### src/rtl/riscv_pkg.sv
// Shared RV32I encoding constants and instruction-class type.
// Also imported by the main control unit so opcode values stay in one place.
package riscv_pkg;

    typedef enum logic [1:0] {
        CLS_RTYPE = 2'd0,
        CLS_LOAD  = 2'd1,
        CLS_STORE = 2'd2,
        CLS_BEQ   = 2'd3
    } instr_class_t;

    typedef enum logic [1:0] {
        ST_IDLE = 2'd0,
        ST_RUN  = 2'd1,
        ST_DONE = 2'd2
    } loader_state_t;

    localparam logic [6:0] OP_RTYPE  = 7'b0110011;
    localparam logic [6:0] OP_LOAD   = 7'b0000011;
    localparam logic [6:0] OP_STORE  = 7'b0100011;
    localparam logic [6:0] OP_BRANCH = 7'b1100011;

    localparam logic [2:0] F3_LW  = 3'b010;
    localparam logic [2:0] F3_SW  = 3'b010;
    localparam logic [2:0] F3_BEQ = 3'b000;

endpackage

### src/rtl/sync_fifo.sv
// Synchronous FIFO with extra-MSB pointers; full/empty told apart by the wrap bit.
module sync_fifo #(
    parameter int WIDTH = 32,
    parameter int DEPTH = 4
) (
    input  logic                     clk_i,
    input  logic                     reset_i,
    input  logic                     push_i,
    input  logic [WIDTH-1:0]         wdata_i,
    input  logic                     pop_i,
    output logic [WIDTH-1:0]         rdata_o,
    output logic                     full_o,
    output logic                     empty_o,
    output logic [$clog2(DEPTH):0]   count_o
);

    localparam int IW = $clog2(DEPTH);
    localparam int PW = IW + 1;

    logic [WIDTH-1:0] mem_q [DEPTH];
    logic [PW-1:0]    wr_ptr_q, wr_ptr_d;
    logic [PW-1:0]    rd_ptr_q, rd_ptr_d;
    logic             do_push_s, do_pop_s;

    assign empty_o = (wr_ptr_q == rd_ptr_q);
    assign full_o  = (wr_ptr_q[IW-1:0] == rd_ptr_q[IW-1:0]) && (wr_ptr_q[IW] != rd_ptr_q[IW]);
    assign count_o = wr_ptr_q - rd_ptr_q;
    assign rdata_o = mem_q[rd_ptr_q[IW-1:0]];

    // Guarded push/pop and pointer advance
    always_comb begin
        do_push_s = push_i && !full_o;
        do_pop_s  = pop_i && !empty_o;
        wr_ptr_d  = wr_ptr_q;
        rd_ptr_d  = rd_ptr_q;
        if (do_push_s) begin
            wr_ptr_d = wr_ptr_q + PW'(1);
        end else begin
            wr_ptr_d = wr_ptr_q;
        end
        if (do_pop_s) begin
            rd_ptr_d = rd_ptr_q + PW'(1);
        end else begin
            rd_ptr_d = rd_ptr_q;
        end
    end

    // Pointer registers; reset flushes the queue
    always_ff @(posedge clk_i) begin
        if (reset_i) begin
            wr_ptr_q <= {PW{1'b0}};
            rd_ptr_q <= {PW{1'b0}};
        end else begin
            wr_ptr_q <= wr_ptr_d;
            rd_ptr_q <= rd_ptr_d;
        end
    end

    // Storage array
    always_ff @(posedge clk_i) begin
        if (do_push_s) begin
            mem_q[wr_ptr_q[IW-1:0]] <= wdata_i;
        end
    end

endmodule

### src/rtl/instr_encode_loader.sv
// Encodes R/LW/SW/BEQ descriptors into RV32I words, queues them and streams
// them into instruction memory from BASE_ADDR upward.
module instr_encode_loader
    import riscv_pkg::*;
#(
    parameter int             DEPTH     = 4,
    parameter int             AW        = 32,
    parameter logic [AW-1:0]  BASE_ADDR = {AW{1'b0}}
) (
    input  logic              clk,
    input  logic              reset,
    input  logic              start,
    input  logic              finish,
    input  logic              req_valid,
    output logic              req_ready,
    input  instr_class_t      req_class,
    input  logic [4:0]        req_rd,
    input  logic [4:0]        req_rs1,
    input  logic [4:0]        req_rs2,
    input  logic [2:0]        req_funct3,
    input  logic [6:0]        req_funct7,
    input  logic [12:0]       req_imm,
    output logic              imem_we,
    input  logic              imem_ready,
    output logic [AW-1:0]     imem_addr,
    output logic [31:0]       imem_wdata,
    output logic              done,
    output logic              imm_misalign
);

    localparam int CW = $clog2(DEPTH) + 1;

    // BEQ drops imm[0]; branch targets are always halfword multiples
    function automatic logic [31:0] encode_instr(
        input instr_class_t cls,
        input logic [4:0]   rd,
        input logic [4:0]   rs1,
        input logic [4:0]   rs2,
        input logic [2:0]   f3,
        input logic [6:0]   f7,
        input logic [12:0]  imm
    );
        logic [31:0] w;
        w = 32'h0;
        case (cls)
            CLS_RTYPE: w = {f7, rs2, rs1, f3, rd, OP_RTYPE};
            CLS_LOAD:  w = {imm[11:0], rs1, F3_LW, rd, OP_LOAD};
            CLS_STORE: w = {imm[11:5], rs2, rs1, F3_SW, imm[4:0], OP_STORE};
            CLS_BEQ:   w = {imm[12], imm[10:5], rs2, rs1, F3_BEQ, imm[4:1], imm[11], OP_BRANCH};
            default:   w = 32'h0;
        endcase
        return w;
    endfunction

    loader_state_t   state_q, state_d;
    logic [AW-1:0]   addr_q, addr_d;
    logic            finish_seen_q, finish_seen_d;
    logic            misalign_q, misalign_d;

    logic            push_s, pop_s, drain_s;
    logic [31:0]     enc_word_s, head_s;
    logic            fifo_full_s, fifo_empty_s;
    logic [CW-1:0]   fifo_count_s;

    assign req_ready    = !fifo_full_s;
    assign push_s       = req_valid && req_ready;
    assign enc_word_s   = encode_instr(req_class, req_rd, req_rs1, req_rs2,
                                       req_funct3, req_funct7, req_imm);
    assign imem_we      = (state_q == ST_RUN) && !fifo_empty_s;
    assign pop_s        = imem_we && imem_ready;
    assign imem_addr    = addr_q;
    assign done         = (state_q == ST_DONE);
    assign imm_misalign = misalign_q;

    sync_fifo #(
        .WIDTH (32),
        .DEPTH (DEPTH)
    ) u_fifo (
        .clk_i   (clk),
        .reset_i (reset),
        .push_i  (push_s),
        .wdata_i (enc_word_s),
        .pop_i   (pop_s),
        .rdata_o (head_s),
        .full_o  (fifo_full_s),
        .empty_o (fifo_empty_s),
        .count_o (fifo_count_s)
    );

    // Head word goes straight to the port; zero whenever no write is offered
    always_comb begin
        imem_wdata = 32'h0;
        if (imem_we) begin
            imem_wdata = head_s;
        end else begin
            imem_wdata = 32'h0;
        end
    end

    // Next state, address, finish tracking and sticky misalign flag
    always_comb begin
        state_d       = state_q;
        addr_d        = addr_q;
        finish_seen_d = finish_seen_q;
        misalign_d    = misalign_q;
        // FIFO is empty after this edge: nothing arriving and nothing left behind
        drain_s = !push_s && (fifo_empty_s || ((fifo_count_s == CW'(1)) && pop_s));

        if (start) begin
            finish_seen_d = finish;
        end else if (finish) begin
            finish_seen_d = 1'b1;
        end else begin
            finish_seen_d = finish_seen_q;
        end

        if (push_s && (req_class == CLS_BEQ) && req_imm[0]) begin
            misalign_d = 1'b1;
        end else begin
            misalign_d = misalign_q;
        end

        case (state_q)
            ST_IDLE: begin
                if (start) begin
                    state_d = ST_RUN;
                    addr_d  = BASE_ADDR;
                end else begin
                    state_d = ST_IDLE;
                end
            end
            ST_RUN: begin
                if (start) begin
                    addr_d = BASE_ADDR;
                end else begin
                    if (pop_s) begin
                        addr_d = addr_q + AW'(4);
                    end else begin
                        addr_d = addr_q;
                    end
                    if (finish_seen_q && drain_s) begin
                        state_d = ST_DONE;
                    end else begin
                        state_d = ST_RUN;
                    end
                end
            end
            ST_DONE: begin
                if (start) begin
                    state_d = ST_RUN;
                    addr_d  = BASE_ADDR;
                end else begin
                    state_d = ST_DONE;
                end
            end
            default: begin
                state_d = ST_IDLE;
                addr_d  = BASE_ADDR;
            end
        endcase
    end

    // Control state registers
    always_ff @(posedge clk) begin
        if (reset) begin
            state_q       <= ST_IDLE;
            addr_q        <= BASE_ADDR;
            finish_seen_q <= 1'b0;
            misalign_q    <= 1'b0;
        end else begin
            state_q       <= state_d;
            addr_q        <= addr_d;
            finish_seen_q <= finish_seen_d;
            misalign_q    <= misalign_d;
        end
    end

endmodule

### config.mk
export PLATFORM = sky130hd
export DESIGN_NAME = instr_encode_loader
export DESIGN_NICKNAME = d
export VERILOG_FILES = /design/src/rtl/riscv_pkg.sv /design/src/rtl/sync_fifo.sv /design/src/rtl/instr_encode_loader.sv
export SDC_FILE = /design/constraint.sdc
export NUM_CORES = 1
export LEC_CHECK = 0
export CORE_MARGIN = 4
export CORE_UTILIZATION = 25
export CTS_BUF_LIST = sky130_fd_sc_hd__clkbuf_4 sky130_fd_sc_hd__clkbuf_8
export CTS_CLUSTER_SIZE = 40
export DETAILED_ROUTE_END_ITERATION = 8
export PLACE_DENSITY_LB_ADDON = 0.12
export SLEW_MARGIN = 20
export SYNTH_ARGS = -nofsm -noshare
export SYNTH_HDL_FRONTEND = slang
export SYNTH_SLANG_ARGS = --single-unit
### constraint.sdc
create_clock -name clk -period 2.6 [get_ports clk]
set_clock_uncertainty 0.15 [all_clocks]
set_input_delay 0.65 -clock clk [delete_from_list [all_inputs] [get_ports clk]]
set_output_delay 0.65 -clock clk [all_outputs]
set_load 0.01 [all_outputs]
Word-level counts from Yosys, hierarchy flattened
Memories as Yosys holds them, arrays and structs flattened. A register that Yosys moved wholly into a read port is not among the register bits.
Index checks and enable logic that the tools add are counted.
Widths: inputs -> output; s select.

cells by class
  add/sub/neg operators = 4
  multiply operators = 0
  div/mod/pow operators = 0
  magnitude comparators = 0
  equal/unequal tests = 12
  shifts and indexed selects = 0
  muxes and demuxes = 17
  bitwise gates (word level) = 0
  reduce and logical (&&, ||, !) cells = 20

operators with widths
  kind                   count
  $mux 32                4
  $pmux 32 s4            1
  $pmux 32 s2            1
  $add 32x3->32 const B  1
  $logic_and 1x1->1      11
  $mux 2                 5
  $add 3x1->3 const B    2
  $eq 2x2->1 const B     3
  $pmux 2 s3             1
  $mux 1                 5
  $eq 2x1->1 const B     2
  $logic_not 2->1        2
  $eq 3x1->1 const B     1
  $eq 3x3->1             1
  $logic_not 1->1        3
  $ne 3x3->1 const B     1
  $sub 3x3->3            1
  $eq 2x2->1             1
  $ne 2x1->1 const B     1
  $ne 2x2->1 const B     1
  $reduce_and 2->1       1
  $reduce_bool 2->1      1
  $reduce_or 2->1        1
  $logic_or 1x1->1       1
  $ne 1x1->1             1

word-level totals
  register bits = 42
  latch bits = 0
  bits in writable memories = 128
  ROM bits = 0
  bits of input ports = 46
  output and inout port bits = 68
  word-level logic and storage cells = 60
  memories kept = 1

memory list
  name          words  bits a word  rd ports  clocked after memory_dff  wr ports  line             source
  u_fifo.mem_q  4      32           1         1                         1         sync_fifo.sv:20  logic [WIDTH-1:0] mem_q [DEPTH];

Depth between registers and ports, before layout
  depth after elaboration = 11
  depth in mapped cells = 9
  mapped depth without buffers = 7

Hierarchy
A second synthesis with hierarchy kept.

unflattened totals
  cell total of the unflattened synthesis = 544
  area total of the unflattened synthesis = 7,554.7 µm²

by module, submodules not included
  module               times used  cells each  area each (µm²)  seq. area each (µm²)
  sync_fifo            1           234         5,188.7          4,003.8
  instr_encode_loader  1           310         2,366.0          680.7

Worst setup path after synthesis
OpenSTA, ideal clock, no wires.

  kind = reg2reg
  start = register u_fifo.wr_ptr_q[0]
  end = memory u_fifo.mem_q[3][10] (enable)
  arrival time = 1,866 ps
  data required time = 2,061 ps
  path slack = 195 ps
  stages on the path, launching flop included = 6
  period minus slack after synthesis = 2,405 ps
  cells stage by stage = dfxtp_1 > inv_1 > ha_1 > nand2_1 > o21a_1 > and2_1

on the way
  word-level cells in the longest chain between the ends = 7

RTL lines
  element                       line                                        source
  start: declaration            sync_fifo.sv:21                             logic [PW-1:0] wr_ptr_q, wr_ptr_d;
  start signal: assignment      sync_fifo.sv:51                             wr_ptr_q <= {PW{1'b0}};
  start signal: assignment      sync_fifo.sv:54                             wr_ptr_q <= wr_ptr_d;
  $eq 2x2->1                    sync_fifo.sv:26                             assign full_o = (wr_ptr_q[IW-1:0] == rd_ptr_q[IW-1:0]) && (wr_ptr_q[IW] != rd_ptr_q[IW]);
  $logic_and 1x1->1             sync_fifo.sv:26
  $logic_not 1->1               sync_fifo.sv:32, instr_encode_loader.sv:65
  $logic_and 1x1->1             instr_encode_loader.sv:66                   assign push_s = req_valid && req_ready;
  $logic_and 1x1->1             sync_fifo.sv:32                             do_push_s = push_i && !full_o;
  $mux 1                        sync_fifo.sv:61                             if (do_push_s) begin
  $mux 1 (not written as such)  sync_fifo.sv:62                             mem_q[wr_ptr_q[IW-1:0]] <= wdata_i;
  end: declaration              sync_fifo.sv:20

Parallel ways exist; a longest one is shown, timed or not.

Worst setup path after layout
  start = register u_fifo.rd_ptr_q[1]
  end = output imem_wdata[4]

on the way
  word-level cells in the longest chain between the ends = 4

RTL lines
  element                   line                       source
  start: declaration        sync_fifo.sv:22            logic [PW-1:0] rd_ptr_q, rd_ptr_d;
  start signal: assignment  sync_fifo.sv:52            rd_ptr_q <= {PW{1'b0}};
  start signal: assignment  sync_fifo.sv:55            rd_ptr_q <= rd_ptr_d;
  $eq 3x3->1                sync_fifo.sv:25            assign empty_o = (wr_ptr_q == rd_ptr_q);
  $logic_not 1->1           instr_encode_loader.sv:69  assign imem_we = (state_q == ST_RUN) && !fifo_empty_s;
  $logic_and 1x1->1         instr_encode_loader.sv:69
  $mux 32                   instr_encode_loader.sv:93  if (imem_we) begin
  end: declaration          instr_encode_loader.sv:26  output logic [31:0] imem_wdata,

Every way passes these cells.

==> out/results.txt <==
Starting DRC count in detailed routing: 246
Maximum clock rate: 368 MHz
Total area of sequential cells: 4210 µm²
Violated checks: setup timing
Yosys warnings: 0
Top-level I/O count: 114
Top area cells in the synthesized netlist: edfxtp_1 (49%), dfxtp_1 (12%), mux4_2 (9.2%), and2_1 (3.5%), ha_1 (2.4%)
Core footprint: 26,900 µm²
Worst Path Max Fanout: 8
Final Slew Violations: 0
Area share of the largest cell type after synthesis: 49.3%
Distinct cell type count after synthesis: 54
Count of antenna diodes in the layout: 0
Final hold violation count: 0
GRT overflow: 0
Count of placed standard cells including taps: 982
Inserted Clock Buffers: 17
Final setup fails: 31
Y dimension of the die: 173 µm
Fill cell count: 2,647
All-layer global routing usage: 12.2%
Async set-reset flop share out of synthesis: 0%
Chip width: 173 µm
Multi-input gate area in the final layout: 2590 µm²
Period utilization: 105%
Peak supply drop: 258 µV
Top cells by instance count after synthesis: edfxtp_1 (112), dfxtp_1 (42), and2_1 (38)
Final Instance Count excl. Fillers: 1,028
Layout Nets: 734
Residual antenna-violating net count after detailed routing: 0
RSZ-0062 raised after global routing: true
Wire length of the first global-routing pass: 28.6 mm
Latest clock arrival within the worst-skew pair: 0.46 ns
Dominant cell by count in the synthesized netlist: edfxtp_1
Total standard cell area after synthesis: 6820 µm²
Minimum period implied by the final worst setup slack: 2.72 ns
Type of the most critical hold path: flop to flop
Number of DRC violations after detailed routing: 0
Post-synth top area cell: edfxtp_1
Element type at the critical path start: flop
Drt first pass iters: 6
Bufs on Longest Clock Path: 2
Register area share after synthesis: 61.6%
Synthesized instance count: 493
Largest net degree at the start of global routing: 29
Routed wire per std cell: 17.6 µm
Initial antenna violation count: 0
Category of the worst setup path capture point: output pin
Share of layout cells above drive strength 1: 32.0%
Number of clock sinks: 154
Detail-routed via count per cell: 4.59
Category of the critical setup timing path: flop to output pin
Max-Cap Viols: 0
Primary FF master, synth: edfxtp_1
Worst Setup Slack, final: -0.119 ns
Final Util: 35.7%
Post-synthesis register bit count: 154
Post-place setup slack: -0.104 ns
Effective utilization at floorplan: 25.4%
Clock Pin Slew Worst Setup and Hold Paths: 0.10 ns
Average cell area after synthesis: 13.8 µm²
Placer congestion estimate: 0.765
Post-synth EDFFs: 112
Crit path arrival time: 1.92 ns
CTS HTree Levels: 4
Routed via count: 4,716
DPL Wire Length: 11.7 mm
Syn-to-layout area delta: 40.5%
Die Outline Area: 30,000 µm²
Vias in the first global route: 5,075
Quantity of I/O buffers inserted on ports: 109
Leakage power total: 3.39 nW
Number of placement rows: 60
Data required time at the worst endpoint: 1.80 ns
Outcome: finished, violations left
Power density of the placed cells: 564 nW/µm²
Post-Route WL: 18.1 mm
CTS root buf: clkbuf_8
CTS tree: yes
-- path summary, 6_finish.rpt --
kind,end,slack (ns),start,cells after the start
worst max-delay path,imem_wdata[4],-0.12,u_fifo.rd_ptr_q[1]$_SDFFE_PP0P_,8
worst min-delay path,imem_addr[28]$_SDFFE_PP0P_,0.35,imem_addr[28]$_SDFFE_PP0P_,1
worst max register to register,imem_addr[26]$_SDFFE_PP0P_,0.18,u_fifo.rd_ptr_q[1]$_SDFFE_PP0P_,11
worst min register to register,imem_addr[28]$_SDFFE_PP0P_,0.35,imem_addr[28]$_SDFFE_PP0P_,1
-- sequential cells by signal, summed over array words and instances, names as in the netlist, named ones only --
| signal | count |
|---|---|
| u_fifo.mem_q | 112 |
| imem_addr | 30 |
| u_fifo.rd_ptr_q | 3 |
| u_fifo.wr_ptr_q | 3 |
| state_q | 2 |
| finish_seen_q | 1 |
| imm_misalign | 1 |
-- power by group --
part | switching (mW) | total (mW) | internal (mW)
Sequential | 0.0270 | 2.77 | 2.75
Clock | 1.11 | 1.85 | 0.748
Combinational | 0.354 | 0.780 | 0.426
Total | 1.49 | 5.41 | 3.92
-- cell families (layout without fill, tap and decap cells) --
kind of cell / count (synthesis) / count (layout) / synth area share (%)
buffers and inverters: 34 / 225 / 2.29
DFF: 154 / 154 / 61.6
adders and majority gates: 14 / 14 / 2.68
xor gates and xnor gates: 17 / 17 / 2.29
other: 1 / 4 / 0.0550
and+or+nand+nor: 159 / 159 / 13.5
muxes: 34 / 34 / 10.2
AOI/OAI and AO/OA: 80 / 80 / 7.32
-- stage by stage --
| step | power [mW] | area, µm² | hold WS, ns | TNS (ns) |
|---|---|---|---|---|
| floorplan | 3.13 | 6830 | 0.307 | 0 |
| global placement | 3.49 | 8800 | 0.323 | -0.476 |
| detailed placement | 3.49 | 8800 | 0.324 | -1.08 |
| CTS | 5.49 | 9500 | 0.347 | -5.46 |
| global route | 5.66 | 9580 | 0.375 | -5.10 |
| finish | 5.41 | 9580 | 0.346 | -2.36 |
-- cell usage in the layout, fill, tap and decap left out, types with 7 or more instances in the layout --
cell type and instances:
o21ai_0 31, buf_6 34, edfxtp_1 112, clkbuf_8 17
nand4_1 9, nand3_1 15, mux4_2 28, o31ai_1 8
clkdlybuf4s50_1 76, nand2_1 30, and2_4 28, and2_1 10
ha_1 11, nor2_1 29, clkinv_8 7, buf_4 60
xor2_1 12, a21oi_1 12, dfxtp_1 39, buf_12 9
-- repair_timing --
action | CTS | global route
buffers inserted | 8 | 3
setup endpoints to repair | 32 | 32
pin swaps | 4 | 18
gates resized for setup | 191 | 16
hold buffers | 0 | 0
cloned | 3 | 2
-- layout make-up --
| cell class | instances | share of cell area, % |
|---|---|---|
| inverter | 8 | 0.313 |
| sequential | 154 | 43.9 |
| tap | 341 | 4.45 |
| timing repair buffer | 185 | 19.8 |
| clock inverter | 15 | 2.02 |
| multi-input combinational | 308 | 27.0 |
| clock buffer | 17 | 2.44 |
-- worst max-delay path: stages (launching register included) --
cell and delay, ns:
dfxtp_2 0.35, inv_2 0.05, ha_4 0.27, nand2_4 0.05, o21a_4 0.23, buf_12 0.14
buf_16 0.14, and2_4 0.13, buf_6 0.11
-- per-layer routing --
| metal | vias to the layer above | wire length (µm) | track usage (%) |
|---|---|---|---|
| met4 | 0 | 261 | 4.06 |
| met3 | 21 | 548 | 2.45 |
| met1 | 2364 | 8270 | 15.6 |
| met2 | 93 | 9040 | 20.6 |
| li1 | 2238 | - | - |
| met5 | - | 0 | 0 |
Note: power is estimated with default switching activity, not from simulation.
